File: config.mk
export PLATFORM = sky130hd
export DESIGN_NAME = shared_timer_sched
export DESIGN_NICKNAME = d
export VERILOG_FILES = /design/src/rtl/shared_timer_sched.sv
export SDC_FILE = /design/constraint.sdc
export NUM_CORES = 1
export LEC_CHECK = 0
export CORE_UTILIZATION = 42
export CTS_BUF_LIST = sky130_fd_sc_hd__clkbuf_8
export DETAILED_ROUTE_END_ITERATION = 10
export PLACE_DENSITY = 0.83
export REMOVE_ABC_BUFFERS = 1
export SLEW_MARGIN = 20
export SYNTH_ARGS = -nofsm -noshare
export SYNTH_HDL_FRONTEND = slang
export SYNTH_SLANG_ARGS = --single-unit
export TNS_END_PERCENT = 5
File: constraint.sdc
create_clock -name clk -period 2.5 [get_ports clk]
set_clock_uncertainty 0.1 [all_clocks]
set_input_delay 0.75 -clock clk [delete_from_list [all_inputs] [get_ports clk]]
set_output_delay 0.75 -clock clk [all_outputs]
set_load 0.1 [all_outputs]
File: src/rtl/shared_timer_sched.sv
// Round-robin scheduler sharing one down-counting interval timer between NREQ requesters.
// Optional pause input is enabled by defining TIMER_PAUSE_EN.
module shared_timer_sched #(
    parameter int CNT_W = 8,
    parameter int NREQ  = 4
) (
    input  logic                  clk,
    input  logic                  reset,
    input  logic [NREQ-1:0]       req,
    input  logic [NREQ*CNT_W-1:0] req_len,
    input  logic                  abort,
`ifdef TIMER_PAUSE_EN
    input  logic                  pause,
`endif
    output logic [NREQ-1:0]       grant,
    output logic [NREQ-1:0]       done,
    output logic                  busy,
    output logic [CNT_W-1:0]      count
);

    localparam int PTR_W = (NREQ > 1) ? $clog2(NREQ) : 1;

    typedef enum logic [1:0] {
        IDLE = 2'd0,
        RUN  = 2'd1,
        DONE = 2'd2
    } state_t;

    state_t             state_q, state_d;
    logic [CNT_W-1:0]   count_q, count_d;
    logic [PTR_W-1:0]   owner_q, owner_d;
    logic [PTR_W-1:0]   ptr_q, ptr_d;

    logic               found;
    logic [PTR_W-1:0]   winner;
    logic [CNT_W-1:0]   win_len;
    logic               run_hold;

`ifdef TIMER_PAUSE_EN
    assign run_hold = pause;
`else
    assign run_hold = 1'b0;
`endif

    // Search upward from the slot after the last grant, wrapping, so every
    // pending requester is served once before anyone is granted again.
    always_comb begin
        int idx;
        found  = 1'b0;
        winner = ptr_q;
        for (int i = 1; i <= NREQ; i++) begin
            idx = int'(ptr_q) + i;
            if (idx >= NREQ) begin
                idx = idx - NREQ;
            end
            if (!found && req[PTR_W'(idx)]) begin
                found  = 1'b1;
                winner = PTR_W'(idx);
            end
        end
    end

    always_comb begin
        win_len = req_len[int'(winner)*CNT_W +: CNT_W];
    end

    always_ff @(posedge clk or posedge reset) begin
        if (reset) begin
            state_q <= IDLE;
            count_q <= '0;
            owner_q <= '0;
            ptr_q   <= PTR_W'(NREQ - 1);
        end else begin
            state_q <= state_d;
            count_q <= count_d;
            owner_q <= owner_d;
            ptr_q   <= ptr_d;
        end
    end

    // Abort wins over both pause and the final-count transition.
    always_comb begin
        state_d = state_q;
        count_d = count_q;
        owner_d = owner_q;
        ptr_d   = ptr_q;
        unique case (state_q)
            IDLE: begin
                count_d = '0;
                if (found) begin
                    state_d = RUN;
                    owner_d = winner;
                    ptr_d   = winner;
                    count_d = (win_len == '0) ? CNT_W'(1) : win_len;
                end
            end
            RUN: begin
                if (abort) begin
                    state_d = IDLE;
                    count_d = '0;
                end else if (run_hold) begin
                    count_d = count_q;
                end else if (count_q <= CNT_W'(1)) begin
                    state_d = DONE;
                    count_d = '0;
                end else begin
                    count_d = count_q - CNT_W'(1);
                end
            end
            DONE: begin
                state_d = IDLE;
                count_d = '0;
            end
            default: begin
                state_d = IDLE;
                count_d = '0;
            end
        endcase
    end

    always_comb begin
        grant = '0;
        done  = '0;
        if (state_q == RUN) begin
            grant = NREQ'(1) << owner_q;
        end
        if (state_q == DONE) begin
            done = NREQ'(1) << owner_q;
        end
    end

    assign busy  = (state_q == RUN) || (state_q == DONE);
    assign count = count_q;

endmodule

==> impl_metrics.env <==
export IMPL_antenna_found_initial=0
export IMPL_worstMarginPinSlew_ns=0.571
export IMPL_end_kind="flip-flop"
export IMPL_fp_dieH_um=54.1
export IMPL_synth_most_common_cell="mux2i_1"
export IMPL_ys_seq_area_share_pct=31.0
export IMPL_cts_path_max_buffers=2
export IMPL_cp_required_ns=2.56
export IMPL_p_sw_uw=1580
export IMPL_dpl_cell_area_um2=1860
export IMPL_grt_overflow=0
export IMPL_synth_edf_count=0
export IMPL_slowest_stage="o41ai_2"
export IMPL_start_util_pct=45.2
export IMPL_worstHoldStart="ptr_q[0]$_DFFE_PP1P_"
export IMPL_num_rows=18
export IMPL_setup_slack_ns=0.0899
export IMPL_grtUsageTotal_pct=26.9
export IMPL_synth_top_area_cell="dfrtp_1"
export IMPL_grt_pass1_vias=1156
export IMPL_netlist_instances=122
export IMPL_area_growth_pct=70.8
export IMPL_vias=1224
export IMPL_synth_ff_type="dfrtp_1"
export IMPL_hpwl_mm=2.57
export IMPL_hold_depth=2
export IMPL_routed_wl_mm=3.47
export IMPL_vias_per_cell=5.59
export IMPL_use_met2_pct=49.0
export IMPL_hp_class="flip-flop to flip-flop"
export IMPL_drt_iter0_markers=21
export IMPL_crit_type="input port to flip-flop"
export IMPL_relSlewSlack_pct=61.9
export IMPL_yosysWarningCount=0
export IMPL_dr_pass1_iters=5
export IMPL_hold_buffers=0
export IMPL_intPower_uw=1340
export IMPL_p_sw_share_pct=54.1
export IMPL_crit_chain="clkbuf_2 > or2b_4 > o21ai_2 > a211oi_4 > buf_12 > mux2i_1 > mux2_2 > nand4_1 > o41ai_2"
export IMPL_clock_fmax_mhz=415
export IMPL_r2r_slack_ns=0.23
export IMPL_fillers=175
export IMPL_worstReg2RegEnd="count[0]$_DFF_PP0_"
export IMPL_num_io_pins=56
export IMPL_fin_crit_ns=2.41
export IMPL_crit_buf_inv=2
export IMPL_grt_pass1_wl_mm=5.38
export IMPL_tritoncts="done"
export IMPL_max_cap_violations=0
export IMPL_antennaDiodeCount=0
export IMPL_outcome="finished, final reports clean"
export IMPL_synth_area_um2=1140
export IMPL_fin_util_pct=77.2
export IMPL_root_buffer="clkbuf_8"
export IMPL_synth_top_area_share_pct=26.3
export IMPL_worstPathMaxFanout=8
export IMPL_startpoint_type="input port"
export IMPL_use_met3_pct=3.95
export IMPL_cpLargestDelayFamily="compound AO/OA/AOI/OAI gates"
export IMPL_setup_violations=0
export IMPL_cpPeakStageDelay_ns=0.34
export IMPL_grt_max_degree=15
export IMPL_p_clk_share_pct=7.9
export IMPL_p_leak_uw=0.000893
export IMPL_ys_types=34
export IMPL_busiest_layer="met2"
export IMPL_post_route_drc_count=0
export IMPL_synth_area_leaders="dfrtp_1, mux2i_1, mux2_2"
export IMPL_powerDensity_nw_per_um2=1500
export IMPL_seqPwrFrac_pct=17.0
export IMPL_finalCritPeriodShare_pct=96.4
export IMPL_vdd_drop_max_uv=1540
export IMPL_cts_reportedPaths_clkPinSlew_ns=0.06
export IMPL_dp_slack_ns=-0.425
export IMPL_postRouteAntennaNets=0
export IMPL_die_area_um2=2930
export IMPL_gp_congestion=0.835
export IMPL_clock_latency_ns=0.25
export IMPL_htree_levels=1
export IMPL_drive_gt1_share_pct=28.6
export IMPL_ys_ff_latch=14
export IMPL_async_flop_share_pct=100
export IMPL_core_area_um2=2520
export IMPL_cts_buffers=3
export IMPL_synth_common_cells="mux2i_1, nand2_1, dfrtp_1, nor2_1, inv_1"
export IMPL_rsz0062_at_grt="yes"
export IMPL_clock_sinks=14
export IMPL_wl_per_cell_um=15.8
export IMPL_pwr_share_comb_pct=75.1
export IMPL_io_buffers=55
export IMPL_finalNetCount=234
export IMPL_avgSynthCellArea_um2=9.34
export IMPL_whs_endpoint="ptr_q[0]$_DFFE_PP1P_"
export IMPL_met1_usage_pct=31.1
export IMPL_hold_viol=0
export IMPL_die_w_um=54.1
export IMPL_cp_data_arrival_time_ns=2.47
export IMPL_rr_worst_depth=8
export IMPL_final_area_um2=1950
export IMPL_r2r_start="ptr_q[0]$_DFFE_PP1P_"
export IMPL_drv_slew=0
==> per-stage QoR <==
| stage | hold WS, ns | TNS [ns] | std cells | power, µW |
|---|---|---|---|---|
| finish | 0.443 | 0 | 219 | 2930 |
| floorplan | 0.388 | -6.62 | 118 | 1920 |
| detailed placement | 0.428 | -2.26 | 213 | 2570 |
| global placement | 0.404 | -1.81 | 213 | 2510 |
| CTS | 0.440 | 0 | 219 | 2930 |
| global route | 0.469 | -0.0428 | 219 | 3060 |
==> flip-flops by register name, summed over array words and instances, names as in the netlist <==
register / cells
state_q: 2
owner_q: 2
count: 8
ptr_q: 2
==> power by group through the flow <==
| stage | Clock (µW) | Combinational (µW) | Sequential (µW) |
|---|---|---|---|
| after floorplan | 0 | 1090 | 833 |
| after global placement | 0 | 2040 | 477 |
| after detailed placement | 0 | 2090 | 488 |
| after CTS | 230 | 2210 | 487 |
| after global routing | 239 | 2310 | 516 |
| final | 231 | 2200 | 498 |
==> area by class of cell <==
type,instances,area [µm²],area share (%)
timing repair buffer,67,707,36.3
tap,30,37.5,1.93
inverter,9,33.8,1.74
multi-input combinational,95,761,39.1
clock buffer,4,55.1,2.83
sequential,14,353,18.1
==> worst min-delay path: stages, from the launching register on <==
cell,delay (ns)
dfstp_2,0.38
nor2_1,0.11
a21oi_1,0.05
==> what timing repair did <==
action / 4_1_cts / 5_1_grt
setup buffers: 1 / 1
resized for setup: 10 / 12
pin swaps: 1 / 4
cloned: 1 / 0
endpoints found under the setup margin: 5 / 2
==> cells by family after synthesis <==
logic type	share of synthesized area [%]
buffers and inverters	5.38
adder cells (fa/ha/maj)	5.49
AO/OA/AOI/OAI	13.9
flip-flops	31.0
multiplexers	21.4
AND/OR/NAND/NOR	18.2
XOR/XNOR	4.61
==> routing by layer <==
layer	up-vias	wire (µm)	share of wire [%]
met2	77	1810	52
met3	9	233	6.7
met4	0	103	3.0
met1	570	1330	38
met5	-	0	0
li1	568	-	-
==> layout by cell type, fill, tap and decap left out, drive strengths merged, types with 3 or more instances in the layout <==
| master | n |
|---|---|
| clkbuf | 8 |
| xnor2 | 5 |
| ha | 5 |
| o21ai | 5 |
| dfrtp | 12 |
| buf | 29 |
| mux2 | 6 |
| o22ai | 6 |
| nor2 | 10 |
| clkdlybuf4s50 | 34 |
| nand2 | 13 |
| a21oi | 8 |
| mux2i | 15 |
| inv | 9 |
| nor3b | 3 |
==> worst max path at each step <==
stage,to,cells after the start,slack [ns],startpoint
finish,count[0]$_DFF_PP0_,9,0.09,req[3]
global route,count[0]$_DFF_PP0_,9,-0.04,req[3]
CTS,count[0]$_DFF_PP0_,9,0.001,req[3]
detailed placement,count[0]$_DFF_PP0_,8,-0.42,req[3]
global placement,count[0]$_DFF_PP0_,8,-0.36,req[3]
floorplan,grant[0],3,-1.19,state_q[1]$_DFFE_PP0P_
(Power assumes the default switching activity.)
